<file path="config.mk">
export PLATFORM = sky130hd
export DESIGN_NAME = io_port_controller
export DESIGN_NICKNAME = d
export VERILOG_FILES = /design/src/rtl/io_pkg.sv /design/src/rtl/io_timeout_counter.sv /design/src/rtl/io_port_controller.sv
export SDC_FILE = /design/constraint.sdc
export NUM_CORES = 1
export LEC_CHECK = 0
export CORE_MARGIN = 1.5
export CORE_UTILIZATION = 40
export CTS_CLUSTER_SIZE = 12
export DETAILED_ROUTE_END_ITERATION = 8
export PLACE_DENSITY = 0.81
export RECOVER_POWER = 100
export SLEW_MARGIN = 15
export SYNTH_ARGS = -nofsm -noshare
export SYNTH_HDL_FRONTEND = slang
export SYNTH_SLANG_ARGS = --single-unit
export TNS_END_PERCENT = 20
</file>
<file path="constraint.sdc">
create_clock -name clk -period 1.9 [get_ports clk]
set_input_delay 0.38 -clock clk [delete_from_list [all_inputs] [get_ports clk]]
set_output_delay 0.38 -clock clk [all_outputs]
set_load 0.005 [all_outputs]
</file>
<file path="src/rtl/io_pkg.sv">
// Purpose: shared state encoding and default sizing for the I/O port controller.
// Latency: n/a (constants only).
// Backpressure: n/a.
package io_pkg;

    // FSM state encoding
    localparam logic [1:0] IO_IDLE    = 2'd0;
    localparam logic [1:0] IO_RD_WAIT = 2'd1;
    localparam logic [1:0] IO_WR_WAIT = 2'd2;
    localparam logic [1:0] IO_DONE    = 2'd3;

    // Default sizing: 16-bit ports, 8 wait cycles before a transfer is abandoned
    localparam int IO_DATA_W  = 16;
    localparam int IO_TIMEOUT = 8;
    localparam int IO_CNT_W   = 4;

endpackage

</file>
<file path="src/rtl/io_timeout_counter.sv">
// Purpose: wait-state counter that flags the last allowed cycle of a transfer.
// Latency: tc is combinational from the count; count updates one cycle after en.
// Backpressure: saturates at TIMEOUT-1 and holds there, never wraps.
module io_timeout_counter #(
    parameter int TIMEOUT = 8,
    parameter int CNT_W   = 4
) (
    input  logic clk,
    input  logic reset,
    input  logic clr,
    input  logic en,
    output logic tc
);

    logic [CNT_W-1:0] cnt_q;
    logic [CNT_W-1:0] cnt_d;

    assign tc = (cnt_q == CNT_W'(TIMEOUT - 1));

    // Next count: clear wins, otherwise step until the terminal count is reached
    always_comb begin
        cnt_d = cnt_q;
        if (clr) begin
            cnt_d = '0;
        end else if (en && !tc) begin
            cnt_d = cnt_q + 1'b1;
        end
    end

    // Count register
    always_ff @(posedge clk or negedge reset) begin
        if (!reset) begin
            cnt_q <= '0;
        end else begin
            cnt_q <= cnt_d;
        end
    end

endmodule

</file>
<file path="src/rtl/io_port_controller.sv">
// Purpose: runs IN/OUT instructions over a valid/ack port handshake, stalling the pipe meanwhile.
// Latency: 3 cycles request-to-release with an immediate handshake, TIMEOUT+2 worst case.
// Backpressure: stall held while a transfer waits; a silent device is abandoned after TIMEOUT waits.
module io_port_controller
    import io_pkg::*;
#(
    parameter int DATA_W  = IO_DATA_W,
    parameter int TIMEOUT = IO_TIMEOUT,
    parameter int CNT_W   = IO_CNT_W
) (
    input  logic              clk,
    input  logic              reset,
    input  logic              io_en,
    input  logic              io_rd,
    input  logic              io_wr,
    input  logic [DATA_W-1:0] wr_data,
    input  logic [DATA_W-1:0] port_in,
    input  logic              port_in_valid,
    output logic              port_in_ack,
    output logic [DATA_W-1:0] port_out,
    output logic              port_out_valid,
    input  logic              port_out_ack,
    output logic [DATA_W-1:0] rd_data,
    output logic              stall,
    output logic              done,
    output logic              timeout_err,
    output logic              proto_err
);

    logic [1:0]        state_q, state_d;
    logic [DATA_W-1:0] port_out_q, port_out_d;
    logic              port_out_valid_q, port_out_valid_d;
    logic [DATA_W-1:0] rd_data_q, rd_data_d;
    logic              to_flag_q, to_flag_d;
    logic              proto_err_q, proto_err_d;
    logic              cnt_clr, cnt_en, cnt_tc;

    io_timeout_counter #(
        .TIMEOUT (TIMEOUT),
        .CNT_W   (CNT_W)
    ) u_timeout (
        .clk   (clk),
        .reset (reset),
        .clr   (cnt_clr),
        .en    (cnt_en),
        .tc    (cnt_tc)
    );

    // State and data registers; reset mid-transfer simply drops the transfer
    always_ff @(posedge clk or negedge reset) begin
        if (!reset) begin
            state_q          <= IO_IDLE;
            port_out_q       <= '0;
            port_out_valid_q <= 1'b0;
            rd_data_q        <= '0;
            to_flag_q        <= 1'b0;
            proto_err_q      <= 1'b0;
        end else begin
            state_q          <= state_d;
            port_out_q       <= port_out_d;
            port_out_valid_q <= port_out_valid_d;
            rd_data_q        <= rd_data_d;
            to_flag_q        <= to_flag_d;
            proto_err_q      <= proto_err_d;
        end
    end

    // Next state and data; a handshake on the terminal-count cycle still counts as success
    always_comb begin
        state_d          = state_q;
        port_out_d       = port_out_q;
        port_out_valid_d = port_out_valid_q;
        rd_data_d        = rd_data_q;
        to_flag_d        = to_flag_q;
        proto_err_d      = proto_err_q;
        cnt_clr          = 1'b0;
        cnt_en           = 1'b0;
        case (state_q)
            IO_IDLE: begin
                cnt_clr   = 1'b1;
                to_flag_d = 1'b0;
                if (io_en && io_rd) begin
                    // read wins a conflicting request; the write is dropped
                    state_d = IO_RD_WAIT;
                    if (io_wr) begin
                        proto_err_d = 1'b1;
                    end
                end else if (io_en && io_wr) begin
                    port_out_d       = wr_data;
                    port_out_valid_d = 1'b1;
                    state_d          = IO_WR_WAIT;
                end
            end
            IO_RD_WAIT: begin
                if (port_in_valid) begin
                    rd_data_d = port_in;
                    state_d   = IO_DONE;
                end else if (cnt_tc) begin
                    rd_data_d = '0;
                    to_flag_d = 1'b1;
                    state_d   = IO_DONE;
                end else begin
                    cnt_en = 1'b1;
                end
            end
            IO_WR_WAIT: begin
                if (port_out_ack) begin
                    port_out_valid_d = 1'b0;
                    state_d          = IO_DONE;
                end else if (cnt_tc) begin
                    port_out_valid_d = 1'b0;
                    to_flag_d        = 1'b1;
                    state_d          = IO_DONE;
                end else begin
                    cnt_en = 1'b1;
                end
            end
            default: begin
                // DONE: the still-present request is not re-sampled
                state_d = IO_IDLE;
            end
        endcase
    end

    // Outputs; stall drops in DONE so the pipeline can move the instruction on
    always_comb begin
        stall       = 1'b0;
        done        = 1'b0;
        timeout_err = 1'b0;
        port_in_ack = 1'b0;
        case (state_q)
            IO_IDLE:    stall = io_en && (io_rd || io_wr);
            IO_RD_WAIT: begin
                stall       = 1'b1;
                port_in_ack = port_in_valid;
            end
            IO_WR_WAIT: stall = 1'b1;
            default: begin
                done        = 1'b1;
                timeout_err = to_flag_q;
            end
        endcase
    end

    assign port_out       = port_out_q;
    assign port_out_valid = port_out_valid_q;
    assign rd_data        = rd_data_q;
    assign proto_err      = proto_err_q;

endmodule

</file>
**Yosys cells after proc, flatten, opt, wreduce, memory -nomap -nowiden**

Index checks and enable logic that the tools add are counted.

- Bits in latches: 0
- Memories kept: 0
- Logic and storage cells: 64
- Flip-flop bits (word level): 41
- Bits in writable memories: 0
- Memory bits (read-only): 0
- Output and inout bits: 38
- Bits of input ports: 39

- $add $sub $neg: 1
- Order comparisons: 0
- Muxes and demuxes: 28
- Divide/modulo/power cells: 0
- Equal/unequal tests: 9
- Bitwise operators: 1
- Reduce and logical (&&, ||, !) cells: 18
- Shift-type cells: 0
- $mul: 0

Operators by type and width:

| cell | count |
|---|---|
| 16-bit two-way mux | 2 |
| 1-bit two-way mux | 14 |
| 2-bit two-way mux | 5 |
| 3-bit AND reduction | 3 |
| 4-bit two-way mux | 2 |
| 2-bit != test, second input constant | 4 |
| 1-bit one-hot mux with 2 select lines | 3 |
| 2-bit one-hot mux with 3 select lines | 1 |
| 2-bit nonzero test | 3 |
| 4-bit by 1-bit adder with 4-bit output, second input constant | 1 |
| 4-bit by 3-bit equality test with 1-bit output, second input constant | 1 |
| 1-bit logical AND | 4 |
| 4-bit AND reduction | 1 |
| 3-bit by 2-bit != test with 1-bit output, second input constant | 1 |
| 3-bit != test, second input constant | 1 |
| 1-bit one-hot mux with 3 select lines | 1 |
| 3-bit nonzero test | 1 |
| 3-bit OR reduction | 1 |
| 2-bit by 1-bit equality test with 1-bit output, second input constant | 1 |
| 2-bit equality test, second input constant | 1 |
| 2-bit logical NOT | 1 |
| 2-bit AND reduction | 1 |
| 2-bit OR reduction | 1 |
| 1-bit logical NOT | 1 |
| other kinds (2) | 2 |

**Longest topological paths before layout**

- Word-level depth: 7
- Gate-level depth with buffers: 7
- Depth with buffers taken out: 6

**Hierarchy**

Synthesis repeated with hierarchy kept, for this count alone.

- Cell total of the unflattened synthesis: 134
- Area total of the unflattened synthesis: 1823.0 µm²

By module, submodules not included:

| module | cells an instance | times used | sequential area each (µm²) | area each (µm²) |
|---|---|---|---|---|
| io_port_controller | 114 | 1 | 925.9 | 1611.5 |
| io_timeout_counter | 20 | 1 | 100.1 | 211.5 |

**Least setup slack after synthesis**

Ideal clock, no wire load.

- Kind: flip-flop to output port
- Start point: register state_q[1]
- End point: output port_in_ack
- Cell stages (with the launch flop): 6
- Required time: 1.520 ns
- Data arrival time: 1.175 ns
- Path buffers: 2
- Setup slack: 0.345 ns
- Cell sequence: dfrtp_1 inv_1 ha_1 and2_1 buf_2 buf_2

- Cells in the longest elaborated chain, start to end: 2

Ends and longest elaborated chain:

| element | line | text |
|---|---|---|
| from (decl) | io_port_controller.sv:30 | `logic [1:0] state_q, state_d;` |
| from (signal assigned) | io_port_controller.sv:59 | `state_q <= state_d;` |
| 2-bit by 1-bit equality test with 1-bit output | io_port_controller.sv:131 | `case (state_q)` |
| 1-bit two-way mux | io_port_controller.sv:131 |  |
| to (decl) | io_port_controller.sv:19 | `output logic port_in_ack,` |

Every way passes these cells.

**Worst setup path after layout**

- Start point: register state_q[0]
- End point: output done

- Cells in the longest elaborated chain, start to end: 3
- Elaborated cells on any way between the ends: 5
- Those cells by class: 2 x eq/ne; 1 x mux; 2 x reduce/logical

Ends and longest elaborated chain:

| element | line | text |
|---|---|---|
| 2-bit equality test (tied with other cells) | io_port_controller.sv:131 |  |
| 3-bit OR reduction (no line) (*) | - |  |
| 1-bit two-way mux (*) | io_port_controller.sv:131 |  |
| to (decl) | io_port_controller.sv:25 | `output logic done,` |

Mark *: on every way between the ends. The rest lies on a longest branch, timed or not.

==> metrics <==
grt total ovfl 0; hold_buf cts 0; CTS tree done; Die W 69.2 µm; fin cells 272; crit path DAT 1.45 ns; TritonCTS buffer count 5; ant diodes 0; initial drt markers 72; worst setup skew after layout 0.00271 ns; share of cells above drive strength 1 23.9%; largest net degree at the start of global routing 42; most frequent cells in the layout 40 x dfrtp_1, 38 x clkdlybuf4s50_1, 34 x dlygate4sd3_1, 18 x a22o_1, 16 x mux2_2; ys flop type dfrtp_1; Final Critical Period 1.83 ns; starting density of the core 42.7%; count of final setup violators 0; Row Count 23; wire per inst 15.9 µm; # DRC 0; Layout area overhead 60.7%; Tcrit/Tclk final 96.5%; Layout Utilization 68.5%; final setup TNS 0 ns; Final Hold Viols 0; final total power 4160 µW; Synth Net Count 173; 1st-pass router iterations 4; post-route ant nets 0; Placer Congestion 0.788; Post-synth EDFFs 0; vias per cell 5.19; largest cells by area after synthesis dfrtp_1 58%, mux2_2 10%, a22o_1 9.0%; global-route wire length before repair 7250 µm; vias in the first global route 1,519; Sequential Area 0.00103 mm²; core area 0.00412 mm²; post-synth top area cell dfrtp_1; Avg Cell Area, Syn 13.6 µm²; Setup crit end kind primary output; total die area 0.00479 mm²; status complete, no violations; CTS root buffer clkbuf_8; register area share after synthesis 58.4%; Max Slew Vio Count 0; clock sink count 41; CP Max Fanout 6; Placed Cells 259; Mapped Area 0.00176 mm²; Clock transition at path regs 0.08 ns; Worst R2R Setup Slack 0.12 ns; GR Util All Layers 19.0%; leakage 0.00131 µW; yosys warns 0; Fin Hold WS 0.322 ns; CP startpoint kind flop; Max IR drop VDD 0.000709 V; total of max-cap violations 0; CTS max path bufs 2; worst-margin pin slew 0.967 ns; WS Path Type flop to primary output; Power Dens Cells 1470 mW/mm²; Nets 265; via count 1,412; Yosys top cell area share 58.4%; register bit count reported by yosys 41; I/O pins 77; fill cell count 307; Synth async-reset ratio 100%; H-tree depth 2; Slew HR 35.5%; antenna violations before repair 0; Syn Inst Count 129; RSZ-0062 raised after global routing false; Total Routed Length 4320 µm; Yosys cell types 32; most common cell after layout, fill and taps aside dfrtp_1; max frequency 545 MHz; Critical Path RT 1.52 ns; # port buffers 76; Hold Crit Class input pin to async pin; DP Wirelength 3110 µm; multi-input logic area 738 µm²; DIE HEIGHT 69.2 µm; worst skew pair latency 0.29 ns
[sequential cells by signal, summed over array words and instances, names as in the netlist]
| register | count |
|---|---|
| state_q | 2 |
| port_out | 16 |
| proto_err | 1 |
| to_flag_q | 1 |
| rd_data | 16 |
| u_timeout.cnt_q | 4 |
| port_out_valid | 1 |
[cell usage after synthesis (2+ instances only)]
cell,count
ha_1,5
a21oi_1,3
inv_1,2
mux2i_1,2
o21ai_0,2
nand2_1,3
dfrtp_1,41
buf_2,5
nor2_1,6
o22ai_1,2
and2_1,2
mux2_2,16
a22o_1,18
nand3_1,4
[logic make-up after synthesis]
family / after synthesis / synth area share, %
DFF: 41 / 58.4
and+or+nand+nor: 23 / 8.05
AOI/OAI and AO/OA: 34 / 16.2
buffers and inverters: 7 / 1.85
xor gates and xnor gates: 1 / 0.499
muxes: 18 / 11.4
adders and majority gates: 5 / 3.56
[worst max-delay path, cell delays in order (launching register included)]
cell and delay, ns:
dfrtp_1 0.37, buf_4 0.13, ha_4 0.17, clkdlybuf4s50_1 0.50
[stage by stage]
stage | setup WS [ns] | instance area, µm²
global route | 0.00420 | 2820
CTS | 0.00968 | 2820
global placement | -0.232 | 2630
detailed placement | -0.245 | 2630
finish | 0.0668 | 2820
floorplan | 0.345 | 1760
[metal layers]
layer,vias up,global-route usage (%),share of wire (%)
met4,0,6.97,1.4
met5,-,0,0
met2,44,33.1,54
met3,6,4.80,4.3
li1,665,-,-
met1,697,22.6,40
[power breakdown]
part           switching (µW)  leakage [µW]  internal (µW)
clock                     290     0.0000681            522
sequential                222      0.000509           1250
combinational             708      0.000738           1160
[cell type report]
| class | count | area share (%) |
|---|---|---|
| inverter | 2 | 0.266 |
| tap | 50 | 2.22 |
| clock inverter | 3 | 2.31 |
| multi-input combinational | 81 | 26.2 |
| clock buffer | 5 | 2.44 |
| timing repair buffer | 90 | 30.2 |
| sequential | 41 | 36.4 |
[final timing paths]
path	startpoint	endpoint	cells past startpoint
worst max-delay path	state_q[0]	done	3
worst min-delay path	reset	rd_data[12]	2
worst max register to register	state_q[1]	u_timeout.cnt_q[3]	6
worst min register to register	proto_err	proto_err	1
max in group asynchronous	reset	state_q[1]	2
min in group clk	proto_err	proto_err	1
[what timing repair did]
action | CTS | global route
endpoints found under the setup margin | 4 | 3
pin swaps | 1 | 2
resized for setup | 8 | 6
buffers inserted | 5 | 0
Note: power is estimated with default switching activity, not from simulation.
